## config.mk

```make
export PLATFORM = sky130hd
export DESIGN_NAME = serial_comparator
export DESIGN_NICKNAME = d
export VERILOG_FILES = /design/src/rtl/serial_comparator.sv
export SDC_FILE = /design/constraint.sdc
export NUM_CORES = 1
export LEC_CHECK = 0
export CAP_MARGIN = 20
export CORE_MARGIN = 4
export CORE_UTILIZATION = 43
export DETAILED_ROUTE_END_ITERATION = 10
export PLACE_DENSITY = 0.74
export SLEW_MARGIN = 20
export SYNTH_ARGS = -nofsm -noshare
export SYNTH_HDL_FRONTEND = slang
export SYNTH_SLANG_ARGS = --single-unit
export TNS_END_PERCENT = 20
```

## constraint.sdc

```tcl
create_clock -name clk -period 1.79 [get_ports clk]
set_clock_uncertainty 0.2 [all_clocks]
set_input_delay 0.358 -clock clk [delete_from_list [all_inputs] [get_ports clk]]
set_output_delay 0.358 -clock clk [all_outputs]
set_load 0.05 [all_outputs]
```

## src/rtl/serial_comparator.sv

```systemverilog
// serial_comparator
// Compares two WIDTH-bit operands that arrive one bit pair per valid cycle and
// reports the ordering of A against B once all WIDTH pairs have been consumed.
//
// Parameters
//   WIDTH     : operand length in bits (2..32)
//   MSB_FIRST : 1 = bits arrive MSB first, 0 = LSB first
//
// Ports
//   clk       in   rising-edge clock
//   rst_n     in   asynchronous active-low reset
//   start     in   begin a new comparison (accepted in IDLE and DONE)
//   bit_valid in   A/B carry a valid bit pair this cycle (used in RUN only)
//   A, B      in   serial operand bits
//   busy      out  high while a comparison is in progress
//   done      out  one-cycle pulse when a new result is valid
//   GT/ET/LT  out  last completed result (one-hot), A>B / A==B / A<B

module serial_comparator #(
    parameter int unsigned WIDTH     = 8,
    parameter bit          MSB_FIRST = 1'b1
) (
    input  logic clk,
    input  logic rst_n,
    input  logic start,
    input  logic bit_valid,
    input  logic A,
    input  logic B,
    output logic busy,
    output logic done,
    output logic GT,
    output logic ET,
    output logic LT
);

    localparam int unsigned CNT_W = $clog2(WIDTH + 1);

    localparam logic [1:0] ST_IDLE = 2'd0;
    localparam logic [1:0] ST_RUN  = 2'd1;
    localparam logic [1:0] ST_DONE = 2'd2;

    localparam logic [1:0] REL_EQ = 2'd0;
    localparam logic [1:0] REL_GT = 2'd1;
    localparam logic [1:0] REL_LT = 2'd2;

    localparam logic [CNT_W-1:0] CNT_LAST = CNT_W'(WIDTH - 1);

    if (WIDTH < 2 || WIDTH > 32) begin : g_width_check
        $error("serial_comparator: WIDTH must be in 2..32");
    end

    logic [1:0]       r_state, w_state_d;
    logic [CNT_W-1:0] r_cnt,   w_cnt_d;
    logic [1:0]       r_rel,   w_rel_d;
    logic             r_busy,  w_busy_d;
    logic             r_done,  w_done_d;
    logic             r_gt,    w_gt_d;
    logic             r_et,    w_et_d;
    logic             r_lt,    w_lt_d;

    logic [1:0]       w_rel_pair;
    logic             w_load;

    // Relation after folding in the current pair. MSB first: the first
    // difference decides and locks. LSB first: the latest difference wins.
    always_comb begin
        w_rel_pair = r_rel;
        if (A != B) begin
            if (!MSB_FIRST || (r_rel == REL_EQ)) begin
                w_rel_pair = A ? REL_GT : REL_LT;
            end
        end
    end

    always_comb begin
        w_state_d = r_state;
        w_cnt_d   = r_cnt;
        w_rel_d   = r_rel;
        w_load    = 1'b0;

        unique case (r_state)
            ST_IDLE: begin
                if (start) begin
                    w_state_d = ST_RUN;
                    w_cnt_d   = '0;
                    w_rel_d   = REL_EQ;
                end
            end
            ST_RUN: begin
                // start is deliberately ignored here
                if (bit_valid) begin
                    w_rel_d = w_rel_pair;
                    w_cnt_d = r_cnt + CNT_W'(1);
                    if (r_cnt == CNT_LAST) begin
                        w_state_d = ST_DONE;
                        w_load    = 1'b1;
                    end
                end
            end
            ST_DONE: begin
                if (start) begin
                    w_state_d = ST_RUN;
                    w_cnt_d   = '0;
                    w_rel_d   = REL_EQ;
                end else begin
                    w_state_d = ST_IDLE;
                end
            end
            default: begin
                w_state_d = ST_IDLE;
                w_cnt_d   = '0;
                w_rel_d   = REL_EQ;
            end
        endcase
    end

    // Status outputs are registered from the next state so they line up
    // exactly with the state they describe.
    always_comb begin
        w_busy_d = (w_state_d == ST_RUN);
        w_done_d = (w_state_d == ST_DONE);
        w_gt_d   = r_gt;
        w_et_d   = r_et;
        w_lt_d   = r_lt;
        if (w_load) begin
            w_gt_d = (w_rel_pair == REL_GT);
            w_et_d = (w_rel_pair == REL_EQ);
            w_lt_d = (w_rel_pair == REL_LT);
        end
    end

    always_ff @(posedge clk or negedge rst_n) begin
        if (!rst_n) begin
            r_state <= ST_IDLE;
            r_cnt   <= '0;
            r_rel   <= REL_EQ;
            r_busy  <= 1'b0;
            r_done  <= 1'b0;
            r_gt    <= 1'b0;
            r_et    <= 1'b1;
            r_lt    <= 1'b0;
        end else begin
            r_state <= w_state_d;
            r_cnt   <= w_cnt_d;
            r_rel   <= w_rel_d;
            r_busy  <= w_busy_d;
            r_done  <= w_done_d;
            r_gt    <= w_gt_d;
            r_et    <= w_et_d;
            r_lt    <= w_lt_d;
        end
    end

    assign busy = r_busy;
    assign done = r_done;
    assign GT   = r_gt;
    assign ET   = r_et;
    assign LT   = r_lt;

endmodule

```

**Word level (Yosys, flattened, before mapping)**

Index checks and enable logic that the tools add are counted.

- Register bits: 13
- Input bits: 6
- Output and inout bits: 5
- Logic and storage cells: 41

- Add/subtract/negate cells: 1
- Equal/unequal tests: 10
- Multiplexer cells: 17
- Reductions and logical operators: 5

Operator list:

| operator | count |
|---|---|
| two-way mux 2 bit | 8 |
| two-way mux 4 bit | 2 |
| case mux 4 bit (2 select lines) | 1 |
| equality test 2 x 1 -> 1 bit, second input constant | 3 |
| equality test 2 bit, second input constant | 3 |
| zero test 2 bit | 3 |
| case mux 2 bit (3 select lines) | 1 |
| adder 4 x 1 -> 4 bit, second input constant | 1 |
| equality test 4 x 3 -> 1 bit, second input constant | 1 |
| two-way mux 1 bit | 4 |
| case mux 2 bit (2 select lines) | 1 |
| != test 2 x 1 -> 1 bit, second input constant | 1 |
| != test 2 bit, second input constant | 1 |
| AND reduction 2 bit | 1 |
| OR reduction 2 bit | 1 |
| != test 1 bit | 1 |

**Logic depth before layout (Yosys ltp)**

- Depth in word-level cells: 5
- Depth in mapped cells: 5
- Depth with buffers taken out: 4

**Worst setup path after synthesis**

No wires, ideal clock.

- Path kind: register to register
- Start point: register r_cnt[0]
- End point: register r_gt, in the netlist GT
- Setup time: 0.125 ns
- Data arrival time: 1.347 ns
- Data required time: 1.465 ns
- Setup slack: 0.118 ns
- Cell stages (with the launch flop): 6
- Path buffers: 1
- Period minus slack after synthesis: 1.672 ns
- Cell sequence: dfrtp_1 > ha_1 > and4b_4 > and3b_1 > buf_6 > mux2_4

- Cells in the longest elaborated chain, start to end: 4

RTL lines:

| item | RTL line | RTL |
|---|---|---|
| start, declared | 53 | `logic [CNT_W-1:0] r_cnt, w_cnt_d;` |
| start signal, assigned | 144 | `r_cnt <= w_cnt_d;` |
| equality test 4 x 3 -> 1 bit | 94 | `if (r_cnt == CNT_LAST) begin` |
| two-way mux 1 bit | 94 |  |
| two-way mux 1 bit | 91 | `if (bit_valid) begin` |
| two-way mux 1 bit | 81 | `unique case (r_state)` |
| end signal, assigned | 148 | `r_gt <= w_gt_d;` |
| end, declared | 57 | `logic r_gt, w_gt_d;` |

No other way between the ends.
A chain may end at the register's enable or synchronous reset.

**Worst setup path after layout**

- Start point: input port bit_valid
- End point: register r_lt, in the netlist LT

- Cells in the longest elaborated chain, start to end: 2

RTL lines:

| item | RTL line | RTL |
|---|---|---|
| start, declared | 26 | `input logic bit_valid,` |
| two-way mux 1 bit | 91 |  |
| two-way mux 1 bit | 81 |  |
| end signal, assigned | 150 | `r_lt <= w_lt_d;` |
| end, declared | 59 | `logic r_lt, w_lt_d;` |

No other way between the ends.

==> impl_metrics.json <==
{
  "hold_viol_final": 0,
  "peakVddDrop_uv": 765,
  "cts_max_path_buffers": 2,
  "synth-seq-cells": 13,
  "final_nets": 79,
  "die_width_um": 45.6,
  "async_reset_ff_share_pct": 100,
  "syn_nets": 60,
  "core_area_sq_um": 1320,
  "syn_area_per_cell_sq_um": 11.4,
  "root_buffer": "clkbuf_4",
  "ys_top_cells_by_area": "dfrtp_1 (49%), mux2_4 (7.4%), dfstp_2 (4.3%), a21oi_1 (4.1%), o21ai_0 (3.3%)",
  "antenna_found_initial": 0,
  "clk_latency_ns": 0.27,
  "portBuffers": 10,
  "hpwl_um": 865,
  "relSlewSlack_pct": 81.8,
  "crit_path_start_kind": "primary input",
  "dp_cells": 82,
  "worstMarginPinSlew_ns": 0.273,
  "die_area_sq_um": 2080,
  "p_leak_nw": 0.367,
  "fin_area_sq_um": 805,
  "worstPathArrival_ns": 1.64,
  "yosysTopAreaCellShare_pct": 49.5,
  "fin_util_pct": 61.1,
  "seq_area_frac_synth_pct": 53.8,
  "max-cap-violations": 0,
  "hp-class": "in -> async",
  "top_layer_used": "met3",
  "ys.flop_type": "dfrtp_1",
  "wl_met1_um": 463,
  "diodes": 0,
  "yosys.area.top_type": "dfrtp_1",
  "setup_viol": 0,
  "rsz0062_at_grt": "false",
  "synth_cell_types": 21,
  "power_density_nw_per_um2": 1510,
  "ys_warn_count": 0,
  "slew_viol_final": 0,
  "grt_first_pass_wirelength_um": 1800,
  "tritoncts": "done",
  "crit_fanout": 4,
  "ioPinCount": 11,
  "holdWs_ns": 0.183,
  "status": "finished clean",
  "grt_max_degree": 14,
  "gp_routability_congestion": 0.802,
  "max_freq_ghz": 0.594,
  "period_needed_ns": 1.68,
  "post_drt_wl_per_cell_um": 12.6,
  "placed_area_sq_um": 777,
  "finalWirelength_um": 1080,
  "initial_utilization_pct": 46.1,
  "std_cell_rows": 13,
  "synthCells": 53,
  "tns_ns": 0,
  "syn_area_sq_um": 607,
  "timing.final.crit_share_pct": 94.0,
  "fin_cells": 86,
  "vias": 448,
  "htree_levels": 1,
  "worst_setup_path_end_kind": "flop",
  "drtPass1Iterations": 4,
  "initialDrtViolationCount": 18,
  "grt_overflow_total": 0,
  "ant_nets": 0,
  "dr_wl_met3_um": 63,
  "cts_buffers": 3,
  "clk_pin_slew_ns": 0.07,
  "drc": 0,
  "drive_gt1_share_pct": 29.6,
  "crit_type": "in -> reg",
  "syn_to_final_growth_pct": 32.6,
  "vias_per_cell": 5.21,
  "grt_usage_pct": 12.4,
  "dr_wl_met2_um": 556,
  "required_ns": 1.75,
  "synth_edf_count": 0,
  "cts_setup_buffers": 0,
  "grt_pass1_vias": 445,
  "cts_sinks": 13,
  "die_y_um": 45.6
}
==> cell families (layout without fill, tap and decap cells) <==
logic type | after synthesis | after routing | synth area share, %
and+or+nand+nor | 17 | 17 | 17.5
AOI/OAI and AO/OA | 12 | 12 | 10.9
xor gates and xnor gates | 2 | 2 | 2.89
muxes | 4 | 4 | 9.07
DFF | 13 | 13 | 53.8
buffers and inverters | 4 | 22 | 3.71
adders and majority gates | 1 | 1 | 2.06
==> through the flow <==
stage               power (W)  worst slack, ns
global placement      0.00104           -0.187
finish                0.00122            0.107
global route          0.00130           0.0458
detailed placement    0.00106           -0.207
CTS                   0.00124           0.0654
floorplan            0.000821            0.118
==> where the power goes <==
part | internal (W) | leakage, nW | switching (W)
clock network | 0.0000862 | 0.0150 | 0.0000823
logic | 0.000262 | 0.191 | 0.000268
registers | 0.000412 | 0.160 | 0.000108
total | 0.000760 | 0.367 | 0.000459
==> cell usage in the layout (no fill, tap or decap), drive strengths merged <==
master,instances
o22ai,2
a21oi,5
nor2,2
inv,3
mux2i,1
and4b,1
nand2,4
dfstp,1
nand3,1
and3b,2
buf,10
dfrtp,12
xor2,2
mux2,3
or3,3
clkdlybuf4s50,5
o21ai,5
ha,1
and4,1
nand2b,3
clkbuf,4
==> synth_stat cells (2+ instances only) <==
cell / instances
dfrtp_1: 12
a21oi_1: 5
nand2_1: 4
o21ai_0: 4
inv_1: 3
mux2_4: 3
nand2b_1: 3
or3_1: 3
nor2_1: 2
o22ai_1: 2
xor2_1: 2
==> flip-flops by register name, summed over array words and instances, names as in the netlist <==
| signal | count |
|---|---|
| r_cnt | 4 |
| r_rel | 2 |
| r_state | 2 |
| ET | 1 |
| GT | 1 |
| LT | 1 |
| busy | 1 |
| done | 1 |
==> critical path, stage by stage <==
cell	delay [ns]
clkdlybuf4s50_1	0.49
and4b_4	0.24
and3b_2	0.24
mux2_4	0.31
==> layer usage <==
metal  vias up  global-route usage, %
li1        221                      -
met1       219                   13.6
met2         8                   20.3
met3         0                   7.11
met4         0                   3.51
met5         -                      0
==> what timing repair did <==
item                       4_1_cts  5_1_grt
hold buffers                     0        0
gates resized for setup          0        1
setup endpoints to repair        0        1
==> cell type report <==
class,instances,area (sq um)
Fill cell,109,513
Sequential cell,13,327
Multi-Input combinational cell,36,259
Timing Repair Buffer,15,163
Clock buffer,4,26.3
Tap cell,15,18.8
Inverter,3,11.3
==> worst paths after layout <==
| path | start | slack [ns] | endpoint | cells past startpoint |
|---|---|---|---|---|
| min in group clk | r_cnt[1] | 0.34 | r_cnt[1] | 2 |
| setup / recovery | bit_valid | 0.11 | LT | 4 |
| hold / removal | rst_n | 0.18 | r_state[0] | 2 |
| max in group asynchronous | rst_n | 0.98 | ET | 2 |
| setup reg to reg | r_cnt[0] | 0.11 | LT | 4 |
| hold reg to reg | r_cnt[1] | 0.34 | r_cnt[1] | 2 |
Note: power is estimated with default switching activity, not from simulation.
